## config.mk

```make
export PLATFORM = sky130hd
export DESIGN_NAME = if_fetch_unit_flat
export DESIGN_NICKNAME = d
export VERILOG_FILES = /design/src/rtl/if_fetch_unit_pkg.sv /design/src/rtl/if_fetch_unit_if.sv /design/src/rtl/if_fetch_fifo.sv /design/src/rtl/if_fetch_unit.sv /design/src/flat_wrapper.sv
export SDC_FILE = /design/constraint.sdc
export NUM_CORES = 1
export LEC_CHECK = 0
export BUFFER_PORTS_ARGS = -buffer_cell sky130_fd_sc_hd__buf_2
export CAP_MARGIN = 20
export CELL_PAD_IN_SITES_DETAIL_PLACEMENT = 2
export CELL_PAD_IN_SITES_GLOBAL_PLACEMENT = 2
export CORE_MARGIN = 3
export CORE_UTILIZATION = 33
export DETAILED_ROUTE_END_ITERATION = 12
export HOLD_SLACK_MARGIN = 0.1
export PLACE_DENSITY_LB_ADDON = 0.1
export SKIP_CTS_REPAIR_TIMING = 1
export SLEW_MARGIN = 20
export SYNTH_ARGS = -nofsm -noshare
export SYNTH_HDL_FRONTEND = slang
export SYNTH_SLANG_ARGS = --single-unit
```

## constraint.sdc

```tcl
create_clock -name clk_i -period 7.83 [get_ports clk_i]
set_input_delay 1.566 -clock clk_i [delete_from_list [all_inputs] [get_ports clk_i]]
set_output_delay 1.566 -clock clk_i [all_outputs]
set_load 0.03 [all_outputs]
```

## src/rtl/if_fetch_unit_pkg.sv

```systemverilog
// Shared types for the IF fetch front end: register width, reset PC, FSM states, entries.
// Latency: n/a (types and constants only).
// Backpressure: n/a.
package if_fetch_unit_pkg;

  localparam int RegW = 32;
  localparam logic [RegW-1:0] RESET_PC_DEFAULT = 32'h8000_0000;

  // Fetch FSM: REQ issues, WAIT expects a response to keep, DROP expects one to discard.
  typedef enum logic [1:0] {
    FETCH_REQ  = 2'd0,
    FETCH_WAIT = 2'd1,
    FETCH_DROP = 2'd2
  } fetch_state_e;

  // Buffered instruction toward ID, 97 bits.
  typedef struct packed {
    logic [RegW-1:0] pc;
    logic [RegW-1:0] inst;
    logic            pred_taken;
    logic [RegW-1:0] pred_target;
  } fetch_entry_t;

  // Snapshot of the outstanding request, taken at grant.
  typedef struct packed {
    logic [RegW-1:0] pc;
    logic            pred_taken;
    logic [RegW-1:0] pred_target;
  } fetch_pend_t;

endpackage

```

## src/rtl/if_fetch_unit_if.sv

```systemverilog
// Bundles the predictor, instruction-memory and ID-side signals of the fetch unit.
// Latency: n/a (wiring only).
// Backpressure: carried by inst_gnt_i (memory side) and id_ready_i (ID side).
// Ports: master = fetch unit view (_o driven, _i sampled); slave = environment view.
interface if_fetch_unit_if;
  import if_fetch_unit_pkg::*;

  logic [RegW-1:0] if_predict_pc_o;
  logic            if_predict_taken_i;
  logic [RegW-1:0] if_predict_targetPc_i;
  logic            if_predict_failed_i;
  logic [RegW-1:0] if_flush_pc_i;
  logic            inst_req_o;
  logic [RegW-1:0] inst_addr_o;
  logic            inst_gnt_i;
  logic            inst_rvalid_i;
  logic [RegW-1:0] inst_rdata_i;
  logic            id_valid_o;
  logic            id_ready_i;
  logic [RegW-1:0] id_pc_o;
  logic [RegW-1:0] id_inst_o;
  logic            id_predTaken_o;
  logic [RegW-1:0] id_predTargetPc_o;

  modport master (
    output if_predict_pc_o, inst_req_o, inst_addr_o,
           id_valid_o, id_pc_o, id_inst_o, id_predTaken_o, id_predTargetPc_o,
    input  if_predict_taken_i, if_predict_targetPc_i, if_predict_failed_i, if_flush_pc_i,
           inst_gnt_i, inst_rvalid_i, inst_rdata_i, id_ready_i
  );

  modport slave (
    input  if_predict_pc_o, inst_req_o, inst_addr_o,
           id_valid_o, id_pc_o, id_inst_o, id_predTaken_o, id_predTargetPc_o,
    output if_predict_taken_i, if_predict_targetPc_i, if_predict_failed_i, if_flush_pc_i,
           inst_gnt_i, inst_rvalid_i, inst_rdata_i, id_ready_i
  );

endinterface

```

## src/rtl/if_fetch_fifo.sv

```systemverilog
// Synchronous FIFO of fetched instructions with a clear that voids same-cycle push/pop.
// Latency: 1 cycle push-to-head.
// Backpressure: push ignored when full unless a pop frees the slot in the same cycle.
// Ports: clk_i/rst_i, clr_i, push_i/push_dat_i, pop_i, head_o, full_o, empty_o, count_o.
module if_fetch_fifo
  import if_fetch_unit_pkg::*;
#(
  parameter int DEPTH = 2
) (
  input  logic                   clk_i,
  input  logic                   rst_i,
  input  logic                   clr_i,
  input  logic                   push_i,
  input  fetch_entry_t           push_dat_i,
  input  logic                   pop_i,
  output fetch_entry_t           head_o,
  output logic                   full_o,
  output logic                   empty_o,
  output logic [$clog2(DEPTH):0] count_o
);

  localparam int PW = $clog2(DEPTH);
  localparam int CW = PW + 1;

  fetch_entry_t  mem_q [DEPTH];
  fetch_entry_t  mem_d [DEPTH];
  logic [PW-1:0] wr_ptr_q, wr_ptr_d;
  logic [PW-1:0] rd_ptr_q, rd_ptr_d;
  logic [CW-1:0] count_q, count_d;
  logic          push_ok, pop_ok;

  always_comb begin
    mem_d    = mem_q;
    wr_ptr_d = wr_ptr_q;
    rd_ptr_d = rd_ptr_q;
    count_d  = count_q;
    full_o   = (count_q == CW'(DEPTH));
    empty_o  = (count_q == '0);
    pop_ok   = pop_i & ~empty_o;
    // A pop in the same cycle frees the slot a full FIFO needs for the push.
    push_ok  = push_i & (~full_o | pop_ok);
    if (clr_i) begin
      wr_ptr_d = '0;
      rd_ptr_d = '0;
      count_d  = '0;
    end else begin
      if (push_ok) begin
        mem_d[wr_ptr_q] = push_dat_i;
        wr_ptr_d        = wr_ptr_q + PW'(1);
      end
      if (pop_ok) begin
        rd_ptr_d = rd_ptr_q + PW'(1);
      end
      count_d = count_q + CW'(push_ok) - CW'(pop_ok);
    end
  end

  always_ff @(posedge clk_i or posedge rst_i) begin
    if (rst_i) begin
      for (int i = 0; i < DEPTH; i++) mem_q[i] <= '0;
      wr_ptr_q <= '0;
      rd_ptr_q <= '0;
      count_q  <= '0;
    end else begin
      mem_q    <= mem_d;
      wr_ptr_q <= wr_ptr_d;
      rd_ptr_q <= rd_ptr_d;
      count_q  <= count_d;
    end
  end

  assign head_o  = mem_q[rd_ptr_q];
  assign count_o = count_q;

endmodule

```

## src/rtl/if_fetch_unit.sv

```systemverilog
// IF front end: fetch PC + next-PC select, one-outstanding imem requests, FIFO toward ID, flush redirect.
// Latency: grant to id_valid_o 2 cycles with rvalid one cycle after grant; 1 instruction per 2 cycles.
// Backpressure: no request unless the FIFO has a free slot now; ID stalls via id_ready_i.
// Ports: clk_i, rst_i (async, active-high), bus (if_fetch_unit_if.master: predictor, imem, ID).
// Build option: IF_BRANCH_PREDICT_EN enables use of the predictor's taken/target on grant.
module if_fetch_unit
  import if_fetch_unit_pkg::*;
#(
  parameter logic [RegW-1:0] RESET_PC   = RESET_PC_DEFAULT,
  parameter int              FIFO_DEPTH = 2
) (
  input logic             clk_i,
  input logic             rst_i,
  if_fetch_unit_if.master bus
);

  localparam int CW = $clog2(FIFO_DEPTH) + 1;

  fetch_state_e    state_q, state_d;
  logic [RegW-1:0] pc_q, pc_d;
  fetch_pend_t     pend_q, pend_d;

  logic            req, push, pop, clr;
  logic            pred_taken_s;
  logic [RegW-1:0] pred_target_s;
  fetch_entry_t    push_dat, head;
  logic            fifo_full, fifo_empty;
  logic [CW-1:0]   fifo_count;
  logic            unused_fifo_full;

`ifdef IF_BRANCH_PREDICT_EN
  assign pred_taken_s  = bus.if_predict_taken_i;
  assign pred_target_s = bus.if_predict_targetPc_i;
`else
  logic unused_pred;
  assign unused_pred   = ^{bus.if_predict_taken_i, bus.if_predict_targetPc_i};
  assign pred_taken_s  = 1'b0;
  assign pred_target_s = '0;
`endif

  always_comb begin
    state_d = state_q;
    pc_d    = pc_q;
    pend_d  = pend_q;
    req     = 1'b0;
    push    = 1'b0;
    clr     = 1'b0;
    case (state_q)
      FETCH_REQ: begin
        // rst_i gate keeps the request low while reset is held.
        req = (fifo_count < CW'(FIFO_DEPTH)) & ~bus.if_predict_failed_i & ~rst_i;
        if (req && bus.inst_gnt_i) begin
          pend_d  = '{pc: pc_q, pred_taken: pred_taken_s, pred_target: pred_target_s};
          pc_d    = pred_taken_s ? pred_target_s : pc_q + 32'd4;
          state_d = FETCH_WAIT;
        end
      end
      FETCH_WAIT: begin
        if (bus.inst_rvalid_i) begin
          push    = 1'b1;
          state_d = FETCH_REQ;
        end
      end
      FETCH_DROP: begin
        if (bus.inst_rvalid_i) state_d = FETCH_REQ;
      end
      default: state_d = FETCH_REQ;
    endcase
    pop = bus.id_ready_i & ~fifo_empty;
    // Flush wins everywhere; a response still owed after the flush must be swallowed in DROP.
    if (bus.if_predict_failed_i) begin
      pc_d    = bus.if_flush_pc_i;
      clr     = 1'b1;
      push    = 1'b0;
      pop     = 1'b0;
      state_d = (state_q == FETCH_REQ || bus.inst_rvalid_i) ? FETCH_REQ : FETCH_DROP;
    end
  end

  always_ff @(posedge clk_i or posedge rst_i) begin
    if (rst_i) begin
      state_q <= FETCH_REQ;
      pc_q    <= RESET_PC;
      pend_q  <= '0;
    end else begin
      state_q <= state_d;
      pc_q    <= pc_d;
      pend_q  <= pend_d;
    end
  end

  assign push_dat = '{pc: pend_q.pc, inst: bus.inst_rdata_i,
                      pred_taken: pend_q.pred_taken, pred_target: pend_q.pred_target};

  if_fetch_fifo #(.DEPTH(FIFO_DEPTH)) u_fifo (
    .clk_i      (clk_i),
    .rst_i      (rst_i),
    .clr_i      (clr),
    .push_i     (push),
    .push_dat_i (push_dat),
    .pop_i      (pop),
    .head_o     (head),
    .full_o     (fifo_full),
    .empty_o    (fifo_empty),
    .count_o    (fifo_count)
  );

  assign unused_fifo_full = fifo_full;

  assign bus.if_predict_pc_o   = pc_q;
  assign bus.inst_addr_o       = pc_q;
  assign bus.inst_req_o        = req;
  // Head data is forced to zero while the buffer is empty.
  assign bus.id_valid_o        = ~fifo_empty;
  assign bus.id_pc_o           = fifo_empty ? '0 : head.pc;
  assign bus.id_inst_o         = fifo_empty ? '0 : head.inst;
  assign bus.id_predTaken_o    = fifo_empty ? 1'b0 : head.pred_taken;
  assign bus.id_predTargetPc_o = fifo_empty ? '0 : head.pred_target;

endmodule

```

## src/flat_wrapper.sv

```systemverilog
// flat-port wrapper written by rule: the top's interface ports become plain ports
module if_fetch_unit_flat import if_fetch_unit_pkg::*;
#(
  parameter logic [RegW-1:0] RESET_PC   = RESET_PC_DEFAULT,
  parameter int              FIFO_DEPTH = 2
)
  (clk_i, rst_i, bus_if_predict_pc_o, bus_inst_req_o, bus_inst_addr_o, bus_id_valid_o, bus_id_pc_o, bus_id_inst_o, bus_id_predTaken_o, bus_id_predTargetPc_o, bus_if_predict_taken_i, bus_if_predict_targetPc_i, bus_if_predict_failed_i, bus_if_flush_pc_i, bus_inst_gnt_i, bus_inst_rvalid_i, bus_inst_rdata_i, bus_id_ready_i);
  if_fetch_unit_if bus_i ();
  input logic clk_i;
  input logic rst_i;
  output wire logic [$bits(bus_i.if_predict_pc_o)-1:0] bus_if_predict_pc_o;
  output wire logic [$bits(bus_i.inst_req_o)-1:0] bus_inst_req_o;
  output wire logic [$bits(bus_i.inst_addr_o)-1:0] bus_inst_addr_o;
  output wire logic [$bits(bus_i.id_valid_o)-1:0] bus_id_valid_o;
  output wire logic [$bits(bus_i.id_pc_o)-1:0] bus_id_pc_o;
  output wire logic [$bits(bus_i.id_inst_o)-1:0] bus_id_inst_o;
  output wire logic [$bits(bus_i.id_predTaken_o)-1:0] bus_id_predTaken_o;
  output wire logic [$bits(bus_i.id_predTargetPc_o)-1:0] bus_id_predTargetPc_o;
  input wire logic [$bits(bus_i.if_predict_taken_i)-1:0] bus_if_predict_taken_i;
  input wire logic [$bits(bus_i.if_predict_targetPc_i)-1:0] bus_if_predict_targetPc_i;
  input wire logic [$bits(bus_i.if_predict_failed_i)-1:0] bus_if_predict_failed_i;
  input wire logic [$bits(bus_i.if_flush_pc_i)-1:0] bus_if_flush_pc_i;
  input wire logic [$bits(bus_i.inst_gnt_i)-1:0] bus_inst_gnt_i;
  input wire logic [$bits(bus_i.inst_rvalid_i)-1:0] bus_inst_rvalid_i;
  input wire logic [$bits(bus_i.inst_rdata_i)-1:0] bus_inst_rdata_i;
  input wire logic [$bits(bus_i.id_ready_i)-1:0] bus_id_ready_i;
  assign bus_if_predict_pc_o = bus_i.if_predict_pc_o;
  assign bus_inst_req_o = bus_i.inst_req_o;
  assign bus_inst_addr_o = bus_i.inst_addr_o;
  assign bus_id_valid_o = bus_i.id_valid_o;
  assign bus_id_pc_o = bus_i.id_pc_o;
  assign bus_id_inst_o = bus_i.id_inst_o;
  assign bus_id_predTaken_o = bus_i.id_predTaken_o;
  assign bus_id_predTargetPc_o = bus_i.id_predTargetPc_o;
  assign bus_i.if_predict_taken_i = bus_if_predict_taken_i;
  assign bus_i.if_predict_targetPc_i = bus_if_predict_targetPc_i;
  assign bus_i.if_predict_failed_i = bus_if_predict_failed_i;
  assign bus_i.if_flush_pc_i = bus_if_flush_pc_i;
  assign bus_i.inst_gnt_i = bus_inst_gnt_i;
  assign bus_i.inst_rvalid_i = bus_inst_rvalid_i;
  assign bus_i.inst_rdata_i = bus_inst_rdata_i;
  assign bus_i.id_ready_i = bus_id_ready_i;
  if_fetch_unit #(.RESET_PC(RESET_PC), .FIFO_DEPTH(FIFO_DEPTH)) u_core (.clk_i(clk_i), .rst_i(rst_i), .bus(bus_i));
endmodule
```

==> results.yml <==
worst_setup_path:
  path_max_fanout: 58
  critPathTopFamily: "simple AND/OR/NAND/NOR gates"
  worstPathArrival_ps: 2880
  timing.critical_path.mode_cell: "buf_2"
  path_buf_inv: 3
  crit_slowest_cell: "nor3_1"
  rrSetupSlack_ps: 5150
  cp_cell_sequence: "buf_2 -> buf_4 -> nor3_1 -> and2_1 -> buf_2"
  crit_start: "bus_if_predict_failed_i"
  start_kind: "input port"
  crit_required_ps: 6260
  crit-reg2reg-launch: "u_core.state_q[1]"
  crit_type: "input port to output pin"
  rr_endpoint: "u_core.u_fifo.mem_q[172]"
  ff2ff_path_depth: 6
  cp-end-kind: "output pin"
  cpPeakStageDelay_ps: 480
run:
  maxCapViolations: 0
sta:
  hold_viol: 0
  min_period_ps: 4450
  post-route-period-util_pct: 56.8
  rsz0062_at_grt: "no"
  fin_setup_tns_ps: 0
  fmax_mhz: 225
  slew_headroom_pct: 38.7
  finalClockSkew_ps: 15.8
  slew_violations: 0
  worst_pin_slew_ps: 920
  setup_viol: 0
clocking:
  root_buffer: "clkbuf_16"
  cts_buffers: 17
  clk_pin_slew_ps: 70
  cts_tree: "yes"
  cts.path.max_buffers: 2
  htreeDepth: 4
  clkSinkCount: 198
  insertion_delay_ps: 430
die:
  io_pins: 266
  initial_utilization_pct: 34.0
  die_h_um: 176
  die-area_mm2: 0.0311
  rows: 61
  die_x_um: 176
  coreArea_mm2: 0.0282
routing:
  met3_length_um: 996
  drtIter0Drc: 215
  topRoutingLayerUsed: "met4"
  route.met2.wl_mm: 13.0
  postRouteAntennaNets: 0
  drc_errors: 0
  dr_total_vias: 6804
  wl_met1_mm: 12.9
  post_drt_wl_per_cell_um: 19.3
  dr.pass1.iters: 4
  totalWireLength_mm: 27.0
  post_drt_via_cell_ratio: 4.86
power_and_ir_drop:
  ir_worst_vdd_mv: 0.132
  power_density_mw_per_mm2: 241
  leakagePower_nw: 5.44
synth:
  yosys_register_bits: 198
  syn_avg_cell_area_um2: 11.1
  synth_cells: 862
  synth_cell_types: 46
  yosysSeqAreaShare_pct: 51.8
  ys_async_sr_fraction_pct: 100
  synthFlopType: "dfrtp_1"
  synth_edf_count: 0
  synth.cell_area_mm2: 0.00957
  ys_warn_count: 0
placed_design:
  io_buffer_count: 199
  gp_congestion: 0.742
  dpl.hpwl_mm: 17.4
  dp.cells: 1368
final_layout:
  final_common_cell: "buf_2"
  drive_above_1_share_pct: 37.9
  final_cells: 1400
  diodes: 0
  layout_common_cells: "buf_2, dfrtp_1, nand2_1"
  nets: 1117
  area_growth_pct: 16.5
global_routing:
  grt_max_degree: 120
  grt_pass1_vias: 7648
  grtUsageTotal_pct: 17.9
  grt_pass1_wl_mm: 43.9
  grt_overflow_total: 0
  antenna_found_initial: 0
run_status:
  outcome: "finished, final reports clean"
worst_hold_path:
  hold_class: "flip-flop to flip-flop"
  min_to: "u_core.u_fifo.mem_q[189]"
  worstHoldStart: "u_core.u_fifo.mem_q[189]"
  hold_path_depth: 1
==> synthesized netlist by cell type, types with 2 or more instances <==
library cell / count / share of area, %
a21oi_1: 4 / 0.21
a221o_1: 2 / 0.21
and3_1: 5 / 0.33
and4_1: 4 / 0.37
buf_1: 10 / 0.39
buf_2: 17 / 0.89
buf_4: 65 / 5.1
clkbuf_1: 19 / 0.75
dfrtp_1: 197 / 52
ha_1: 5 / 0.65
inv_1: 9 / 0.35
mux2_2: 131 / 15
mux2i_1: 64 / 6.7
nand2_1: 136 / 5.3
nand3_1: 12 / 0.63
nand4_1: 16 / 1.0
nor2_1: 78 / 3.1
nor2b_1: 2 / 0.13
nor3_1: 5 / 0.26
nor4_1: 5 / 0.33
o211ai_1: 3 / 0.24
o21ai_0: 18 / 0.94
o221ai_1: 4 / 0.37
o311ai_0: 4 / 0.37
or2_2: 2 / 0.13
or4_1: 3 / 0.24
xnor2_1: 10 / 0.91
xor2_1: 14 / 1.3
==> layout make-up <==
class	count	area [um^2]
multi-input combinational	575	4040
inverter	9	41.3
timing repair buffer	208	1070
fill	3053	17000
clock inverter	12	114
clock buffer	20	457
sequential	198	4960
tap	378	473
==> routing by layer <==
layer,vias up,GRT usage (%)
met5,-,0
li1,3143,-
met1,3491,25.0
met4,0,2.87
met2,164,29.7
met3,6,3.20
==> power by group <==
group | internal [mW] | leakage [nW] | switching [mW]
clock network | 0.437 | 0.282 | 0.422
registers | 1.19 | 2.60 | 0.136
logic | 0.209 | 2.57 | 0.286
==> through the flow <==
| stage | hold slack (ps) | power, mW | utilization [%] | instance area (um^2) | worst slack [ps] |
|---|---|---|---|---|---|
| 2_1_floorplan | 458 | 1.71 | - | 9690 | 868 |
| 3_3_place_gp | 487 | 1.83 | 37.6 | 10600 | 3050 |
| 3_5_place_dp | 495 | 1.86 | 37.6 | 10600 | 2980 |
| 4_1_cts | 513 | 2.74 | 39.6 | 11100 | 3370 |
| 5_1_grt | 523 | 2.85 | 39.6 | 11200 | 3270 |
| 6_report | 507 | 2.68 | 39.6 | 11200 | 3380 |
==> kinds of logic after synthesis <==
group	after synthesis	share of synthesized area, %
and+or+nand+nor	277	12.8
DFF	198	51.8
muxes	196	22.3
buffers and inverters	121	7.53
AOI/OAI and AO/OA	40	2.73
xor gates and xnor gates	24	2.20
adders and majority gates	5	0.654
other	1	0.0392
==> worst max-delay path by stage <==
stage / to / cells after the start
floorplan: u_core.bus.if_predict_pc_o[0] / 1
global placement: u_core.u_fifo.mem_q[134] / 7
detailed placement: u_core.u_fifo.mem_q[136] / 7
CTS: bus_inst_req_o / 5
global route: u_core.u_fifo.mem_q[172] / 7
finish: bus_inst_req_o / 5
==> state kept, by name (all words and copies together) (netlist names) <==
register / flops
u_core.u_fifo.mem_q: 128
u_core.bus.if_predict_pc_o: 32
u_core.pend_q: 32
u_core.state_q: 2
u_core.u_fifo.count_o: 2
u_core.u_fifo.rd_ptr_q: 1
u_core.u_fifo.wr_ptr_q: 1
No activity file was read; power rests on OpenSTA's default activity.
